===== config.mk =====
export PLATFORM = sky130hd
export DESIGN_NAME = lifetime_histogram
export DESIGN_NICKNAME = d
export VERILOG_FILES = /design/src/rtl/lifetime_pkg.sv /design/src/rtl/lifetime_histogram_hist_counter.sv /design/src/rtl/lifetime_histogram.sv
export SDC_FILE = /design/constraint.sdc
export NUM_CORES = 1
export LEC_CHECK = 0
export BUFFER_PORTS_ARGS = -buffer_cell sky130_fd_sc_hd__buf_4
export CAP_MARGIN = 40
export CELL_PAD_IN_SITES_DETAIL_PLACEMENT = 0
export CELL_PAD_IN_SITES_GLOBAL_PLACEMENT = 1
export CORE_MARGIN = 8
export CORE_UTILIZATION = 55
export CTS_CLUSTER_SIZE = 12
export DETAILED_ROUTE_END_ITERATION = 10
export PLACE_DENSITY = 0.85
export SYNTH_ARGS = -nofsm -noshare
export SYNTH_HDL_FRONTEND = slang
export SYNTH_HIERARCHICAL = 1
export SYNTH_SLANG_ARGS = --single-unit

===== constraint.sdc =====
create_clock -name clk -period 5.7 [get_ports clk]
set_input_delay 0.855 -clock clk [delete_from_list [all_inputs] [get_ports clk]]
set_output_delay 0.855 -clock clk [all_outputs]
set_load 0.05 [all_outputs]

===== src/rtl/lifetime_pkg.sv =====
// Shared constants and FSM state encoding for the lifetime histogram.
package lifetime_pkg;

    localparam int DEF_NUM_BINS    = 32;
    localparam int DEF_BIN_SHIFT   = 3;
    localparam int DEF_COUNT_WIDTH = 16;
    localparam int MEAS_WIDTH      = 16;

    typedef logic [0:0] hist_state_t;

    localparam hist_state_t ST_RUN   = 1'b0;
    localparam hist_state_t ST_CLEAR = 1'b1;

endpackage


===== src/rtl/lifetime_histogram_hist_counter.sv =====
// Event counter with synchronous clear; saturates at all-ones when
// LIFETIME_HIST_SATURATE_EN is defined, otherwise wraps.
module hist_counter #(
    parameter int WIDTH = 16
) (
    input  logic             clk,
    input  logic             rst_n,
    input  logic             clr,
    input  logic             inc,
    output logic [WIDTH-1:0] count
);

    logic [WIDTH-1:0] count_q, count_d;

    always_comb begin
        count_d = count_q;
        if (clr) begin
            count_d = '0;
        end else if (inc) begin
`ifdef LIFETIME_HIST_SATURATE_EN
            if (count_q != '1) begin
                count_d = count_q + WIDTH'(1);
            end
`else
            count_d = count_q + WIDTH'(1);
`endif
        end
    end

    always_ff @(posedge clk or negedge rst_n) begin
        if (!rst_n) begin
            count_q <= '0;
        end else begin
            count_q <= count_d;
        end
    end

    assign count = count_q;

endmodule


===== src/rtl/lifetime_histogram.sv =====
// Decay-time histogram: bins TDC measurements, sweeps bins to zero on clear/reset.
// Optional macro LIFETIME_HIST_SATURATE_EN makes all counters saturate instead of wrap.
module lifetime_histogram
    import lifetime_pkg::*;
#(
    parameter int NUM_BINS    = DEF_NUM_BINS,
    parameter int BIN_SHIFT   = DEF_BIN_SHIFT,
    parameter int COUNT_WIDTH = DEF_COUNT_WIDTH
) (
    input  logic                        clk,
    input  logic                        rst_n,
    input  logic                        meas_valid,
    input  logic [MEAS_WIDTH-1:0]       meas_time,
    input  logic                        clear,
    input  logic                        rd_req,
    input  logic [$clog2(NUM_BINS)-1:0] rd_addr,
    output logic                        rd_valid,
    output logic [COUNT_WIDTH-1:0]      rd_data,
    output logic [COUNT_WIDTH-1:0]      total_events,
    output logic [COUNT_WIDTH-1:0]      overflow_events,
    output logic                        busy
);

    localparam int AW = $clog2(NUM_BINS);

    hist_state_t                state_q, state_d;
    logic [AW-1:0]              sweep_idx_q, sweep_idx_d;
    logic                       rd_valid_q, rd_valid_d;
    logic [COUNT_WIDTH-1:0]     rd_data_q, rd_data_d;

    logic                       in_clear;
    logic                       evt_clr;
    logic                       meas_accept;
    logic                       hit_bin;
    logic                       hit_ovf;
    logic [MEAS_WIDTH-1:0]      meas_idx;
    logic [NUM_BINS-1:0]        bin_inc;
    logic [NUM_BINS-1:0]        bin_clr;
    logic [NUM_BINS-1:0][COUNT_WIDTH-1:0] bin_count;

    // A zero time means the TDC timed out; a clear on the same cycle wins over the hit.
    always_comb begin
        in_clear    = (state_q == ST_CLEAR);
        evt_clr     = in_clear && (sweep_idx_q == '0);
        meas_idx    = meas_time >> BIN_SHIFT;
        meas_accept = !in_clear && meas_valid && !clear && (meas_time != '0);
        hit_bin     = meas_accept && (meas_idx <  MEAS_WIDTH'(NUM_BINS));
        hit_ovf     = meas_accept && (meas_idx >= MEAS_WIDTH'(NUM_BINS));
    end

    always_comb begin
        bin_inc = '0;
        bin_clr = '0;
        for (int i = 0; i < NUM_BINS; i++) begin
            bin_inc[i] = hit_bin && (meas_idx[AW-1:0] == AW'(i));
            bin_clr[i] = in_clear && (sweep_idx_q == AW'(i));
        end
    end

    always_comb begin
        state_d     = state_q;
        sweep_idx_d = sweep_idx_q;
        if (in_clear) begin
            if (sweep_idx_q == AW'(NUM_BINS - 1)) begin
                state_d     = ST_RUN;
                sweep_idx_d = '0;
            end else begin
                sweep_idx_d = sweep_idx_q + AW'(1);
            end
        end else if (clear) begin
            state_d     = ST_CLEAR;
            sweep_idx_d = '0;
        end
    end

    // Reads during the sweep return zero since bins may hold stale counts.
    always_comb begin
        rd_valid_d = rd_req;
        rd_data_d  = rd_data_q;
        if (rd_req) begin
            rd_data_d = in_clear ? '0 : bin_count[rd_addr];
        end
    end

    always_ff @(posedge clk or negedge rst_n) begin
        if (!rst_n) begin
            state_q     <= ST_CLEAR;
            sweep_idx_q <= '0;
            rd_valid_q  <= 1'b0;
            rd_data_q   <= '0;
        end else begin
            state_q     <= state_d;
            sweep_idx_q <= sweep_idx_d;
            rd_valid_q  <= rd_valid_d;
            rd_data_q   <= rd_data_d;
        end
    end

    genvar gi;
    generate
        for (gi = 0; gi < NUM_BINS; gi++) begin : g_bin
            hist_counter #(.WIDTH(COUNT_WIDTH)) u_bin (
                .clk   (clk),
                .rst_n (rst_n),
                .clr   (bin_clr[gi]),
                .inc   (bin_inc[gi]),
                .count (bin_count[gi])
            );
        end
    endgenerate

    hist_counter #(.WIDTH(COUNT_WIDTH)) u_total (
        .clk   (clk),
        .rst_n (rst_n),
        .clr   (evt_clr),
        .inc   (hit_bin),
        .count (total_events)
    );

    hist_counter #(.WIDTH(COUNT_WIDTH)) u_overflow (
        .clk   (clk),
        .rst_n (rst_n),
        .clr   (evt_clr),
        .inc   (hit_ovf),
        .count (overflow_events)
    );

    assign rd_valid = rd_valid_q;
    assign rd_data  = rd_data_q;
    assign busy     = in_clear;

endmodule

Word-level counts from Yosys, hierarchy flattened
Index checks and enable logic that the tools add are counted.
Cells by class
  add/sub/neg operators: 35
  shift-type cells: 0
  reduce and logical (&&, ||, !) cells: 109
  muxes and demuxes: 77
  bitwise gates (word level): 0
  div/mod/pow operators: 0
  multiply operators: 0
  equal/unequal tests: 62
  magnitude comparators: 3
Operators by type and width (count)
  two-way mux 16 bit: 70
  adder 16 x 1 -> 16 bit, second input constant: 34
  equality test 5 bit, second input constant: 32
  binary-select mux 16 bit (select 5 bit): 1
  equality test 5 x 4 -> 1 bit, second input constant: 16
  nonzero test 2 bit: 35
  logical AND 1 bit: 69
  equality test 5 x 3 -> 1 bit, second input constant: 8
  equality test 5 x 2 -> 1 bit, second input constant: 4
  nonzero test 16 bit: 1
  two-way mux 5 bit: 3
  >= comparator 13 x 6 -> 1 bit, second input constant: 1
  < comparator 13 x 6 -> 1 bit, second input constant: 1
  equality test 5 x 1 -> 1 bit, second input constant: 2
  logical NOT 5 bit: 2
  < comparator 5 x 6 -> 1 bit, second input constant: 1
  adder 5 x 1 -> 5 bit, second input constant: 1
  two-way mux 1 bit: 3
  logical NOT 1 bit: 2
Storage, ports and cells
  memory bits (writable): 0
  memories kept: 0
  bits in read-only memories: 0
  logic and storage cells: 324
  register bits after elaboration: 567
  output and inout bits: 50
  bits of input ports: 26
  bits in latches: 0

Logic depth before layout (Yosys ltp)
  depth in word-level cells: 8
  depth in mapped cells: 10
  depth with buffers taken out: 9

Hierarchy
Netlist, hierarchy kept.
Modules (own cells, without submodules)
  hist_counter: area an instance 872.1 um2, sequential area each 400.4 um2, times used 34, cells an instance 82
  lifetime_histogram: area an instance 5816.8 um2, sequential area each 576.8 um2, times used 1, cells an instance 599

Least setup slack after synthesis
Ideal clock, no wire load.
  path kind: input to register
  start: input meas_time[3]
  end: register g_bin[27].u_bin.count_q[15]
  path buffers: 1
  arrival time: 3030 ps
  data required time: 5575 ps
  setup slack: 2545 ps
  library setup time: 125 ps
  stages: 10
  cell sequence: or4_1 -> o2111a_1 -> and2_1 -> nand3_1 -> nor2_1 -> buf_4 -> o211ai_4 -> nor3_2 -> nor3b_2 -> mux2_4
Between the ends
  word-level cells in the longest chain between the ends: 5
  elaborated cells between the ends (all ways): 7
  classes of those cells: 1 x order compare; 1 x eq/ne; 5 x reduce/logical
RTL lines
  start: declaration: line lifetime_histogram.sv:13  | input logic [MEAS_WIDTH-1:0] meas_time,
  branches (longest 2 deep; another with < comparator 13 x 6 -> 1 bit)
  logical AND 1 bit (*): line lifetime_histogram.sv:47  | hit_bin = meas_accept && (meas_idx < MEAS_WIDTH'(NUM_BINS));
  named net hit_bin: line lifetime_histogram.sv:34  | logic hit_bin;
  logical AND 1 bit (*): line lifetime_histogram.sv:55  | bin_inc[i] = hit_bin && (meas_idx[AW-1:0] == AW'(i));
  named net bin_inc[27]: line lifetime_histogram.sv:37  | logic [NUM_BINS-1:0] bin_inc;
  nonzero test 2 bit (no line) (*)
  end signal: assignment: line lifetime_histogram_hist_counter.sv:34  | count_q <= count_d;
  end: declaration: line lifetime_histogram_hist_counter.sv:13  | logic [WIDTH-1:0] count_q, count_d;
Mark *: on every way through the listed nets, which the timed path passes.
A chain may end at the register's enable or synchronous reset.

Worst setup path after layout
  start: register state_q (netlist: busy)
  end: register g_bin[27].u_bin.count_q[15]
Between the ends
  word-level cells in the longest chain between the ends: 7
  elaborated cells between the ends (all ways): 9
  classes of those cells: 1 x mux; 8 x reduce/logical
RTL lines
  start: declaration: line lifetime_histogram.sv:26  | hist_state_t state_q, state_d;
  start signal: assignment: line lifetime_histogram.sv:92  | state_q <= state_d;
  logical NOT 1 bit: line lifetime_histogram.sv:46  | meas_accept = !in_clear && meas_valid && !clear && (meas_time != '0);
  logical AND 1 bit (3 in series): line lifetime_histogram.sv:46
  logical AND 1 bit: line lifetime_histogram.sv:47
  named net hit_bin: line lifetime_histogram.sv:34
  logical AND 1 bit: line lifetime_histogram.sv:55
  named net bin_inc[27]: line lifetime_histogram.sv:37
  nonzero test 2 bit (no line)
The timed path passes the listed nets, and every way through them passes these cells.

==> impl_metrics.csv <==
group,metric,value,unit
outcome,status,"finished clean",
clock_tree,ctsLongestPathBuffers,3,
timing,slew_headroom,0.329,
worst_setup_path,crit_type,"reg2reg",
floorplanning,fp.coreArea,64100,µm²
worst_setup_path,slowest_stage,"nor2_1",
global_route,grt_pass1_vias,26300,
global_route,antenna_found_initial,1,
floorplanning,die_w,270,µm
global_route,grtUsageTotal,0.245,
timing,finalHoldViolCount,0,
timing,max_freq,251,MHz
synth,yosysTopAreaCell,"dfrtp_1",
finish,final.fill_count,5256,
detailed_routing,wl_per_cell,21.2,µm
synth,synth_cell_types,50,
floorplanning,die_h,270,µm
timing,layout_min_cycle_time,3.99,ns
worst_setup_path,start_kind,"register",
timing,finalSetupViolCount,0,
worst_setup_path,crit_path_cell_trace,"nor3b_1 > o2111a_1 > and2_1 > nand3_1 > nor2_1 > o211ai_4 > nor3_2 > nor3b_2 > mux2_4",
floorplanning,top_level_ports,76,
place,io_buffers,75,
global_route,grt_pass1_wl,146000,µm
synth,synth_top_area_frac,0.399,
detailed_routing,drcViolationCount,0,
worst_setup_path,crit_fanout,22,
run,maxCapViolCount,0,
finish,final_core_util,0.598,
synth,synthTopCellsByArea,"dfrtp_1 (40%), xnor2_1 (5.9%), nor2_1 (5.7%), nor4_2 (4.8%), mux2i_1 (4.8%)",
global_route,grt.overflow.total,0,
timing,drv_slew,0,
power,leakage,15.7,nW
worst_setup_path,end_kind,"register",
synth,yosysWarnings,6,
timing,tns,0,ns
detailed_routing,dr.pass1.iters,7,
detailed_routing,num_vias,26300,
worst_setup_path,cp.required,6.19,ns
place,gp_congestion,0.912,
synth,syn_inst,3387,
detailed_routing,drtIter0Drc,1948,
timing,whs,0.146,ns
floorplanning,core.rowCount,93,
clock_tree,postCtsResizedCells,0,
power,total_power,0.00958,W
timing,fin_crit_sh,0.700,
synth,ys_seq_elements,567,
synth,syn_area,35500,µm²
worst_hold_path,min_path_type,"in2async",
clock_tree,cts.clk_slew.worst_paths,0.06,ns
timing,fin_skew,0.0191,ns
clock_tree,clk_latency,0.61,ns
clock_tree,cts_setup_buffers,0,
finish,fin_nets,3451,
worst_setup_path,worstPathArrival,4.48,ns
synth,yosysSeqAreaShare,0.400,
place,dp_hpwl,66500,µm
clock_tree,root_buffer,"clkbuf_16",
clock_tree,cts-buffers-inserted,67,
synth,syn_area_per_cell,10.5,µm²
clock_tree,cts_tree,"yes",
finish,drive_gt1_frac,0.196,
detailed_routing,routed_wirelength,90900,µm
floorplanning,dieArea,72900,µm²
global_route,grt_max_degree,166,
finish,area_growth,8.08,%
clock_tree,cts_sinks,567,
timing,tightest_slew,1.01,ns
clock_tree,holdBufCountCts,0,
floorplanning,initial_core_util,0.553,
worst_setup_path,slowest_delay,0.71,ns
power,p_per_area,250,nW/µm²
clock_tree,htreeDepth,3,
power,peakVddDrop,0.209,mV
detailed_routing,via_per_inst,6.13,
detailed_routing,ant_nets,0,
synth,syn-num-nets,3453,
timing,rsz0062_at_grt,"no",
==> placed cells by master (no fill, tap or decap), drive strengths merged, types with 35 or more instances in the layout <==
cell type / instances
or3: 102
nand2: 175
nand3: 92
clkbuf: 104
xor2: 102
xnor2: 240
nor2: 541
nor2b: 43
nor3b: 35
buf: 126
nor4: 138
ha: 40
a21oi: 127
nor3: 68
dfrtp: 566
mux2: 93
and3: 35
inv: 108
mux4: 64
nand4: 170
mux2i: 169
o21ai: 104
==> where the power goes <==
part | internal, W | leakage [nW] | switching [W] | total [W]
registers | 0.00407 | 7.91 | 0.0000839 | 0.00415
logic | 0.000273 | 6.67 | 0.000767 | 0.00104
clock network | 0.00268 | 1.11 | 0.00171 | 0.00439
total | 0.00703 | 15.7 | 0.00256 | 0.00958
==> Yosys cell counts (all sizes together) <==
cell	count
a21boi	1
a21oi	127
a221oi	25
a22o	26
a22oi	21
and2	4
and3	35
buf	139
clkbuf	58
clkinv	1
dfrtp	566
dfstp	1
ha	40
inv	108
mux2	93
mux2i	169
mux4	64
nand2	175
nand2b	6
nand3	92
nand4	170
nor2	541
nor2b	43
nor3	68
nor3b	35
nor4	138
nor4b	34
o2111a	1
o211ai	34
o21ai	104
o221ai	9
o2bb2ai	9
o31ai	1
o32ai	2
or2	1
or3	102
or4	2
xnor2	240
xor2	102
==> layer usage <==
metal	track usage	up-vias	routed length, µm
li1	-	12100	-
met1	0.330	13300	39700
met2	0.401	726	43400
met3	0.0386	171	4560
met4	0.0847	0	3240
met5	0	-	0
==> flip-flops by register name (all words and copies together), names as in the netlist <==
name               count
g_bin.u_bin/count    512
sweep_idx_q            5
rd_data               16
u_overflow/count      16
busy                   1
u_total/count         16
rd_valid               1
==> per-stage QoR <==
step | instance area [µm²] | std cells | setup slack [ns]
after global placement | 36100 | 4171 | 1.31
after floorplan | 35500 | 3387 | 2.54
after detailed placement | 36100 | 4171 | 1.23
final | 38300 | 4288 | 1.71
after global routing | 38300 | 4288 | 1.49
after CTS | 38300 | 4287 | 1.76
==> path summary, 6_finish.rpt <==
kind                                                               to               startpoint  cells past startpoint  slack, ns
worst max-delay path            g_bin[27].u_bin/count[15]$_DFFE_PN0P_           busy$_DFF_PN1_                      9       1.71
worst min-delay path            g_bin[24].u_bin/count[14]$_DFFE_PN0P_                    rst_n                      1       0.15
worst max register to register  g_bin[27].u_bin/count[15]$_DFFE_PN0P_           busy$_DFF_PN1_                      9       1.71
worst min register to register                rd_data[15]$_DFFE_PN0P_  rd_data[15]$_DFFE_PN0P_                      1       0.55
max in group asynchronous       g_bin[11].u_bin/count[12]$_DFFE_PN0P_                    rst_n                      2       4.20
min in group clk                                   rd_valid$_DFF_PN0_                   rd_req                      1       0.49
==> kinds of logic (layout without fill, tap and decap cells) <==
family / Yosys count / in the layout / share of synthesized area
buffers and inverters: 306 / 351 / 0.0536
AOI/OAI and AO/OA: 360 / 360 / 0.0782
adders and majority gates: 40 / 40 / 0.0141
and+or+nand+nor: 1446 / 1446 / 0.248
muxes: 326 / 326 / 0.121
other: 0 / 1 / 0
xor gates and xnor gates: 342 / 342 / 0.0845
DFF: 567 / 567 / 0.400
==> worst max-delay path, delay by kind of cell, from the launching register on <==
family	cells	cell delay, ns
compound gates	2	0.73
simple gates	6	2.30
mux	1	0.32
flops	1	0.51
==> area by class of cell <==
type / instances / area, µm² / share of cell area
multi-input combinational: 2514 / 19400 / 0.506
sequential: 567 / 14200 / 0.370
clock buffer: 104 / 2080 / 0.0543
tap: 855 / 1070 / 0.0279
timing repair buffer: 126 / 1020 / 0.0267
inverter: 109 / 409 / 0.0107
clock inverter: 12 / 160 / 0.00418
antenna: 1 / 2.50 / 0.0000653
Power figures use the tool's default switching activity.
